`src/rtl/pgr_uart_cmd_router.sv`:
```
// Routes parser commands to one of NCH target channels and forwards the selected channel's response bytes to the UART TX FIFO.
// Optional wait-for-done timeout: define PGR_UART_ROUTER_TIMEOUT_EN.
module pgr_uart_cmd_router #(
  parameter int unsigned AW          = 24,
  parameter int unsigned DW          = 32,
  parameter int unsigned NCH         = 4,
  parameter int unsigned CH_SEL_W    = 2,
  parameter int unsigned TIMEOUT_CYC = 65535
) (
  input  logic               clk,
  input  logic               rst_n,
  input  logic [AW-1:0]      cmd_addr,
  input  logic [DW-1:0]      cmd_wdata,
  input  logic               cmd_we,
  input  logic               cmd_en,
  output logic               cmd_done,
  input  logic               board_sel,
  output logic               uart_match,
  output logic [NCH-1:0]     ch_cmd_en,
  output logic [AW-1:0]      ch_addr,
  output logic [DW-1:0]      ch_wdata,
  output logic               ch_we,
  input  logic [NCH-1:0]     ch_done,
  input  logic [NCH*8-1:0]   ch_tx_data,
  input  logic [NCH-1:0]     ch_tx_req,
  output logic [NCH-1:0]     ch_tx_valid,
  output logic [7:0]         tx_fifo_wr_data,
  output logic               tx_fifo_wr_data_req,
  input  logic               tx_fifo_wr_data_valid,
  input  logic               err_clr,
  output logic               err_unmapped,
  output logic               err_timeout
);

  localparam int unsigned IDX_N = 1 << CH_SEL_W;

  if (NCH < 1 || NCH > 8 || NCH > IDX_N || TIMEOUT_CYC < 1 || TIMEOUT_CYC > 65536) begin : g_bad_cfg
    $error("pgr_uart_cmd_router: unsupported NCH/CH_SEL_W/TIMEOUT_CYC combination");
  end

  // Bit i set when channel index i addresses an existing channel.
  function automatic logic [IDX_N-1:0] build_map();
    logic [IDX_N-1:0] m;
    m = '0;
    for (int unsigned i = 0; i < IDX_N; i++) m[i] = (i < NCH);
    return m;
  endfunction
  localparam logic [IDX_N-1:0] CH_MAP = build_map();

  typedef enum logic [2:0] {S_IDLE, S_DISPATCH, S_WAIT, S_ERR_RESP, S_DONE} state_t;

  state_t              state_q, state_d;
  logic [CH_SEL_W-1:0] idx_q, idx_d;
  logic                match_q, match_d, map_q, map_d;
  logic [CH_SEL_W-1:0] cmd_idx;
  logic [NCH-1:0]      ch_cmd_en_d;
  logic [AW-1:0]       ch_addr_d;
  logic [DW-1:0]       ch_wdata_d;
  logic                ch_we_d, cmd_done_d, err_unmapped_d, set_unmapped;
  logic [7:0]          sel_data;
  logic                sel_req, sel_done;

  assign cmd_idx    = cmd_addr[AW-2 -: CH_SEL_W];
  assign uart_match = (cmd_addr[AW-1] == board_sel);

  // Selected-channel view; only channel idx_q is ever looked at.
  always_comb begin
    sel_data = '0;
    sel_req  = 1'b0;
    sel_done = 1'b0;
    for (int unsigned i = 0; i < NCH; i++) begin
      if (idx_q == CH_SEL_W'(i)) begin
        sel_data = ch_tx_data[8*i +: 8];
        sel_req  = ch_tx_req[i];
        sel_done = ch_done[i];
      end
    end
  end

  // TX handshake is a pass-through so a byte moves in the same cycle req and valid meet.
  always_comb begin
    tx_fifo_wr_data     = '0;
    tx_fifo_wr_data_req = 1'b0;
    ch_tx_valid         = '0;
    if (state_q == S_WAIT) begin
      tx_fifo_wr_data     = sel_data;
      tx_fifo_wr_data_req = sel_req;
      for (int unsigned i = 0; i < NCH; i++)
        if (idx_q == CH_SEL_W'(i)) ch_tx_valid[i] = tx_fifo_wr_data_valid;
    end else if (state_q == S_ERR_RESP) begin
      tx_fifo_wr_data     = 8'hEE;
      tx_fifo_wr_data_req = 1'b1;
    end
  end

`ifdef PGR_UART_ROUTER_TIMEOUT_EN
  logic [15:0] cnt_q, cnt_d;
  logic        set_timeout, err_timeout_d;
`endif

  always_comb begin
    state_d      = state_q;
    idx_d        = idx_q;
    match_d      = match_q;
    map_d        = map_q;
    ch_addr_d    = ch_addr;
    ch_wdata_d   = ch_wdata;
    ch_we_d      = ch_we;
    ch_cmd_en_d  = '0;
    set_unmapped = 1'b0;
`ifdef PGR_UART_ROUTER_TIMEOUT_EN
    set_timeout  = 1'b0;
    cnt_d        = '0;
`endif
    case (state_q)
      S_IDLE: begin
        if (cmd_en) begin
          idx_d      = cmd_idx;
          match_d    = uart_match;
          map_d      = CH_MAP[cmd_idx];
          ch_addr_d  = cmd_addr;
          ch_wdata_d = cmd_wdata;
          ch_we_d    = cmd_we;
          // Strobe is registered here so it is high during the DISPATCH cycle.
          if (uart_match && CH_MAP[cmd_idx]) ch_cmd_en_d = NCH'(1) << cmd_idx;
          state_d    = S_DISPATCH;
        end
      end
      S_DISPATCH: begin
        if (!match_q)   state_d = S_DONE;
        else if (map_q) state_d = S_WAIT;
        else begin
          set_unmapped = 1'b1;
          state_d      = S_ERR_RESP;
        end
      end
      S_WAIT: begin
        if (sel_done) state_d = S_DONE;
`ifdef PGR_UART_ROUTER_TIMEOUT_EN
        else if (cnt_q == 16'(TIMEOUT_CYC - 1)) begin
          set_timeout = 1'b1;
          state_d     = S_ERR_RESP;
        end else cnt_d = cnt_q + 16'd1;
`endif
      end
      S_ERR_RESP: if (tx_fifo_wr_data_valid) state_d = S_DONE;
      S_DONE:     state_d = S_IDLE;
      default:    state_d = S_IDLE;
    endcase
  end

  assign cmd_done_d     = (state_d == S_DONE);
  assign err_unmapped_d = set_unmapped | (err_unmapped & ~err_clr);

  always_ff @(posedge clk or negedge rst_n) begin
    if (!rst_n) begin
      state_q      <= S_IDLE;
      idx_q        <= '0;
      match_q      <= 1'b0;
      map_q        <= 1'b0;
      ch_cmd_en    <= '0;
      ch_addr      <= '0;
      ch_wdata     <= '0;
      ch_we        <= 1'b0;
      cmd_done     <= 1'b0;
      err_unmapped <= 1'b0;
    end else begin
      state_q      <= state_d;
      idx_q        <= idx_d;
      match_q      <= match_d;
      map_q        <= map_d;
      ch_cmd_en    <= ch_cmd_en_d;
      ch_addr      <= ch_addr_d;
      ch_wdata     <= ch_wdata_d;
      ch_we        <= ch_we_d;
      cmd_done     <= cmd_done_d;
      err_unmapped <= err_unmapped_d;
    end
  end

`ifdef PGR_UART_ROUTER_TIMEOUT_EN
  assign err_timeout_d = set_timeout | (err_timeout & ~err_clr);

  always_ff @(posedge clk or negedge rst_n) begin
    if (!rst_n) begin
      cnt_q       <= '0;
      err_timeout <= 1'b0;
    end else begin
      cnt_q       <= cnt_d;
      err_timeout <= err_timeout_d;
    end
  end
`else
  assign err_timeout = 1'b0;
`endif

endmodule

```
`config.mk`:
```
export PLATFORM = sky130hd
export DESIGN_NAME = pgr_uart_cmd_router
export DESIGN_NICKNAME = d
export VERILOG_FILES = /design/src/rtl/pgr_uart_cmd_router.sv
export SDC_FILE = /design/constraint.sdc
export NUM_CORES = 1
export LEC_CHECK = 0
export ABC_AREA = 0
export BUFFER_PORTS_ARGS = -buffer_cell sky130_fd_sc_hd__buf_2
export CAP_MARGIN = 10
export CORE_MARGIN = 2
export CORE_UTILIZATION = 40
export CTS_CLUSTER_DIAMETER = 120
export DETAILED_ROUTE_END_ITERATION = 6
export PLACE_DENSITY = 0.75
export SLEW_MARGIN = 20
export SYNTH_ARGS = -nofsm -noshare
export SYNTH_HDL_FRONTEND = slang
export SYNTH_SLANG_ARGS = --single-unit
```
`constraint.sdc`:
```
create_clock -name clk -period 2.5 [get_ports clk]
set_input_delay 0.375 -clock clk [delete_from_list [all_inputs] [get_ports clk]]
set_output_delay 0.375 -clock clk [all_outputs]
set_load 0.01 [all_outputs]
```
# --- Yosys cells after proc, flatten, opt, wreduce, memory -nomap -nowiden ---
# Cells that the tools add are included.
# W data, S select, Z words.
classes:
  order_cmp: 1
  n_eq_ne: 8
  reduce_logical: 4
  n_mux: 35
  shift: 1
  bitwise: 3
ops:
  columns: ["cell", "count"]
  rows:
  - ["$mux W8", 6]
  - ["$mux W1", 19]
  - ["$mux W4", 4]
  - ["$mux W3", 4]
  - ["$pmux W3 S4", 1]
  - ["$eq A3 B2 Y1 const B", 2]
  - ["$eq A2 B2 Y1 const B", 2]
  - ["$shl A1 B2 Y4 const A", 1]
  - ["$eq A3 B1 Y1 const B", 1]
  - ["$eq A3 B3 Y1 const B", 1]
  - ["$logic_not A3 Y1", 1]
  - ["$lt A2 B3 Y1 const B", 1]
  - ["$bmux W1 S2", 1]
  - ["$eq A2 B1 Y1 const B", 1]
  - ["$logic_not A2 Y1", 1]
  - ["$reduce_and A2 Y1", 1]
  - ["$and A1 B1 Y1", 1]
  - ["$eq A1 B1 Y1", 1]
  - ["$logic_and A1 B1 Y1", 1]
  - ["$not A1 Y1", 1]
  - ["$or A1 B1 Y1", 1]
word_totals:
  inputBits: 103
  ff_bits: 70

# --- Depth between registers and ports, before layout ---
# Gate-level depths: netlist (run 1).
logic_depth:
  word_depth: 8
  depth_mapped: 6

# --- Worst setup path after synthesis (run 1) ---
# OpenSTA, ideal clock, no wires.
synth_path:
  path_type: "register to output"
  from: "reg ch_addr[21] (netlist name)"
  to: "out tx_fifo_wr_data[1]"
  required_ns: 2.125
  arrival_time_ns: 1.503
  path_stages_with_launch: 7
  n_path_buf: 4
  slack_ns: 0.622
  path_cell_list: "dfrtp_1 buf_4 clkbuf_1 buf_4 buf_4 a211oi_1 nor3_1"
synth_lines:
  columns: ["item", "line_no", "text"]
  rows:
  - ["end: declaration", "27", "output logic [7:0] tx_fifo_wr_data,"]

==> results of run 1 <==
==> final timing paths <==
kind	startpoint	endpoint	slack [ns]	cells past startpoint
max in group asynchronous	rst_n	ch_wdata[29]	1.78	2
min	rst_n	ch_wdata[18]	0.08	1
max	ch_addr[22]	tx_fifo_wr_data[7]	0.29	4
max reg2reg	state_q[0]	ch_addr[8]	0.72	3
min in group clk	cmd_addr[22]	ch_cmd_en[1]	0.26	2
min reg2reg	map_q	map_q	0.47	1
==> Yosys cell counts (2+ instances only) <==
| cell type | n |
|---|---|
| buf_6 | 6 |
| dfrtp_1 | 68 |
| nand2_1 | 2 |
| nor3_1 | 8 |
| nor3b_1 | 2 |
| a211oi_1 | 7 |
| nor2b_1 | 15 |
| o21ai_0 | 2 |
| mux2_2 | 57 |
| nor3b_2 | 2 |
| inv_1 | 4 |
| mux4_2 | 3 |
| clkbuf_1 | 4 |
| a22o_1 | 3 |
| and2_1 | 2 |
| a2111oi_0 | 7 |
| nor2_1 | 3 |
| buf_4 | 4 |
| nand2b_1 | 4 |
==> kinds of logic (layout without fill, tap and decap cells) <==
group / Yosys count / after routing / share of synthesized area
other: 1 / 1 / 0.00124
muxes: 60 / 60 / 0.235
AOI/OAI and AO/OA: 21 / 21 / 0.0542
DFF: 68 / 68 / 0.563
xor gates and xnor gates: 1 / 1 / 0.00290
buffers and inverters: 18 / 203 / 0.0422
and+or+nand+nor: 45 / 45 / 0.101
==> report_power, final <==
part	leakage (nW)	switching, W	internal (W)
logic	1.15	0.00105	0.00117
clock network	0.0999	0.000404	0.000492
registers	0.811	0.000330	0.00162
==> final cells by class <==
type,count,area [sq um]
clock buffers,11,141
clock inverters,5,60.1
fillers,658,3110
inverters,4,15.0
multi-input cells,128,1190
flip-flops and latches,68,1700
well taps,99,124
repair buffers,183,951
==> critical path, stage by stage (launching register included) <==
cell,delay (ns)
dfrtp_1,0.68
nand2b_1,0.29
a211oi_1,0.30
nor3_1,0.08
buf_2,0.16
==> routing by layer <==
layer | up-vias | wire length [um] | GRT usage
li1 | 1134 | - | -
met1 | 1150 | 2950 | 0.214
met2 | 84 | 3720 | 0.301
met3 | 16 | 336 | 0.0351
met4 | 0 | 166 | 0.0783
met5 | - | 0 | 0
==> state kept, by name (all words and copies together), names as in the netlist <==
| signal | count |
|---|---|
| map_q | 1 |
| ch_addr | 24 |
| ch_wdata | 32 |
| match_q | 1 |
| ch_we | 1 |
| state_q | 3 |
| ch_cmd_en | 4 |
| err_unmapped | 1 |
| cmd_done | 1 |
==> through the flow <==
stage,util,cell area [sq um]
after floorplan,-,3020
after global placement,0.546,3980
after detailed placement,0.546,3980
after CTS,0.574,4190
after global routing,0.574,4190
final,0.574,4190
==> results.cfg, run 1 <==
[die]
rows = 31
die_h_um = 90.9
die_x_um = 90.9
dieArea_sq_um = 8270
core_area_sq_um = 7290
start_util = 0.414
io_pins = 181

[synth]
ys_ff_latch = 68
ys.flop_type = dfrtp_1
syn_nets = 317
yosysTopAreaCellShare = 0.563
avgSynthCellArea_sq_um = 14.1
synth_top_cell_by_area = dfrtp_1
synth_edf_count = 0
synthCells = 214
yosysWarningCount = 0
syn_area_sq_um = 3020
async_reset_ff_frac = 1.00
yosys-top-cells-area = dfrtp_1 (56%), mux2_2 (21%), nor2b_1 (3.1%)
synth-seq-area-share = 0.563
synth.distinct_cells = 30

[global_route]
grt_pass1_wl_um = 11600
grt_pass1_vias = 2442
track_usage = 0.176
grt_max_degree = 63
overflow = 0
antenna_found_initial = 0

[final_layout]
final_common_cell = buf_2
instances_no_fill = 498
fin_nets = 497
num_antenna_cells = 0
layout_common_cells = buf_2 (179), dfrtp_1 (68), mux2_2 (57)
area_growth_pct = 38.5
drive_gt1_frac = 0.662

[detailed_routing]
drt_iter0_markers = 92
routedWlPerCell_um = 14.4
drc_errors = 0
dr.pass1.iters = 4
via_per_inst = 4.79
drt_wl_total_um = 7180
ant_nets = 0
num_vias = 2384

[power]
power_density_nw_per_um2 = 1210
total_power_w = 0.00506
leakage_nw = 2.06
ir_worst_vdd_uv = 617

[placed_design]
dp_slack_ns = 0.659
hpwl_um = 5490
place_congestion = 0.876
portBuffers = 179
dp_cells = 482

[timing]
setup_ws_ns = 0.292
layout_min_cycle_time_ns = 2.21
worst_pin_slew_ns = 0.681
rsz0062_at_grt = no
finalSetupViolations = 0
slew_viol_final = 0
hold_ws_ns = 0.0759
final.setup_skew_ns = 0.0101
max_freq_mhz = 453
min_period_over_period = 0.883
hold_viol = 0
relSlewSlack = 0.546
finalSetupTns_ns = 0

[clocking]
clock-sinks = 68
numCtsBuffers = 9
postCtsSetupBuffers = 0
clock_path_buffers = 2
clk_pin_slew_worst_paths_ns = 0.07
root_buffer = clkbuf_8
post_cts_resized = 0
cts_tree = built
htree_levels = 3
clk-insertion-delay-late_ns = 0.33
hold_buffers = 0

[job]
drv_cap = 0

[critical_path]
cp-end-kind = output port
path_max_fanout = 17
cp.required_ns = 2.12
arrival_ns = 1.83
start_kind = flip-flop
crit_type = reg2out

[status]
status = finished, final reports clean

[worst_hold_path]
hold_class = in2async
No activity file was read; power rests on OpenSTA's default activity.
==> run 2: changes to the inputs <==
Settings changed: PLACE_DENSITY 0.75 to 0.87, SLEW_MARGIN 20 to unset.
==> run 2 against run 1 <==
  * Combinational power about the same
  * Via count up 3.0%
  * Routed wire length rose by 3.0%
  * Count of clock-buffer cells in the layout decreased by 1
  * Final cell count down 0.20%
==> results.cfg, run 2 (synthesis gave the netlist of run 1 again) <==
[critical_path]
path_max_fanout = 26
worstReg2RegStart = state_q[0]
arrival_ns = 1.88
rrSetupSlack_ns = 0.71
start_kind = flip-flop
cp-end-kind = output port
reg2regPathDepth = 3
cp.required_ns = 2.12
r2r-end = ch_wdata[22]
crit_type = reg2out

[power]
total_power_w = 0.00496
ir_worst_vdd_uv = 560
power_density_nw_per_um2 = 1190
leakage_nw = 2.05

[final_layout]
num_antenna_cells = 0
top_register = ch_wdata
instances_no_fill = 497
fill_cells = 649
area_growth_pct = 37.5
largest_reg_flops = 32
fin_util = 0.570
reg_top3 = ch_wdata x32, ch_addr x24, ch_cmd_en x4
fin_nets = 496
final_common_cell = buf_2
drive_gt1_frac = 0.666
layout_common_cells = buf_2 (179), dfrtp_1 (67), mux2_2 (57)

[die]
dieArea_sq_um = 8270
die_x_um = 90.9
core_area_sq_um = 7290
start_util = 0.414
die_h_um = 90.9
rows = 31
io_pins = 181

[clocking]
root_buffer = clkbuf_8
clk_pin_slew_worst_paths_ns = 0.08
numCtsBuffers = 9
clock-sinks = 68
htree_levels = 3
cts_tree = built
clock_path_buffers = 2
clk-insertion-delay-late_ns = 0.32

[detailed_routing]
num_vias = 2455
drt_wl_total_um = 7390
drt_iter0_markers = 65
via_per_inst = 4.94
drc_errors = 0
routedWlPerCell_um = 14.9
dr.pass1.iters = 4
ant_nets = 0

[global_route]
track_usage = 0.177
grt_pass1_wl_um = 11700
antenna_found_initial = 0
grt_pass1_vias = 2529
overflow = 0
grt_max_degree = 63

[timing]
finalSetupViolations = 0
relSlewSlack = 0.624
worst_pin_slew_ns = 0.563
hold_viol = 0
max_freq_mhz = 443
finalSetupTns_ns = 0
final.setup_skew_ns = 0.00776
hold_ws_ns = 0.0386
slew_viol_final = 0
min_period_over_period = 0.902
rsz0062_at_grt = no
layout_min_cycle_time_ns = 2.26

[placed_design]
portBuffers = 179
hpwl_um = 5690
dp_cells = 481
place_congestion = 0.840

[worst_hold_path]
hold_class = in2async

[job]
drv_cap = 0

[status]
status = finished, final reports clean
run 2: changes by cell type in the layout (fill, tap and decap cells not counted), sizes merged:
cell and change:
bufinv -1, clkbuf -1, buf -1, clkinv +3, inv -1
run 2: final cells by class:
cell class | instances | area [sq um] | share of cell area
Inverter | 4 | 15.0 | 0.00361
Multi-Input combinational cell | 128 | 1190 | 0.287
Clock buffer | 10 | 138 | 0.0331
Timing Repair Buffer | 182 | 943 | 0.227
Clock inverter | 6 | 40.0 | 0.00964
Tap cell | 99 | 124 | 0.0298
Sequential cell | 68 | 1700 | 0.410
run 2: power by group:
part | switching [W] | internal [W]
combinational | 0.00105 | 0.00116
clock | 0.000408 | 0.000385
sequential | 0.000347 | 0.00162
run 2: worst max-delay path by stage:
stage | from | endpoint | slack [ns] | cells after the start
global placement | ch_addr[21] | tx_fifo_wr_data[6] | 0.58 | 5
finish | ch_addr[21] | tx_fifo_wr_data[3] | 0.24 | 5
CTS | ch_addr[21] | tx_fifo_wr_data[3] | 0.1 | 5
detailed placement | ch_addr[21] | tx_fifo_wr_data[3] | 0.47 | 5
floorplan | ch_addr[21] | tx_fifo_wr_data[1] | 0.62 | 6
global route | ch_addr[21] | tx_fifo_wr_data[6] | 0.06 | 5
run 2: per-layer routing:
metal	part of all wire	up-vias	global-route usage	wire length, um
met3	0.060	15	0.0434	446
met4	0.017	0	0.0707	128
met5	0	-	0	0
met1	0.39	1205	0.207	2870
li1	-	1129	-	-
met2	0.53	106	0.311	3940
run 2: worst max-delay path: stages, from the launching register on:
cell       delay, ns
dfrtp_2         0.51
buf_4           0.30
nor2b_1         0.07
a2111oi_0       0.42
nor3_1          0.09
buf_2           0.16
run 2: stage by stage:
| step | setup WS (ns) | instance area (sq um) |
|---|---|---|
| final | 0.244 | 4160 |
| after global routing | 0.0628 | 4160 |
| after CTS | 0.0972 | 4150 |
| after detailed placement | 0.473 | 3980 |
| after global placement | 0.580 | 3980 |
| after floorplan | 0.622 | 3020 |
run 2: repair_timing:
| item | in CTS | in global routing |
|---|---|---|
| setup endpoints to repair | 0 | 5 |
| gates resized for setup | 0 | 1 |
| hold buffers | 0 | 0 |
| buffers inserted | 0 | 0 |
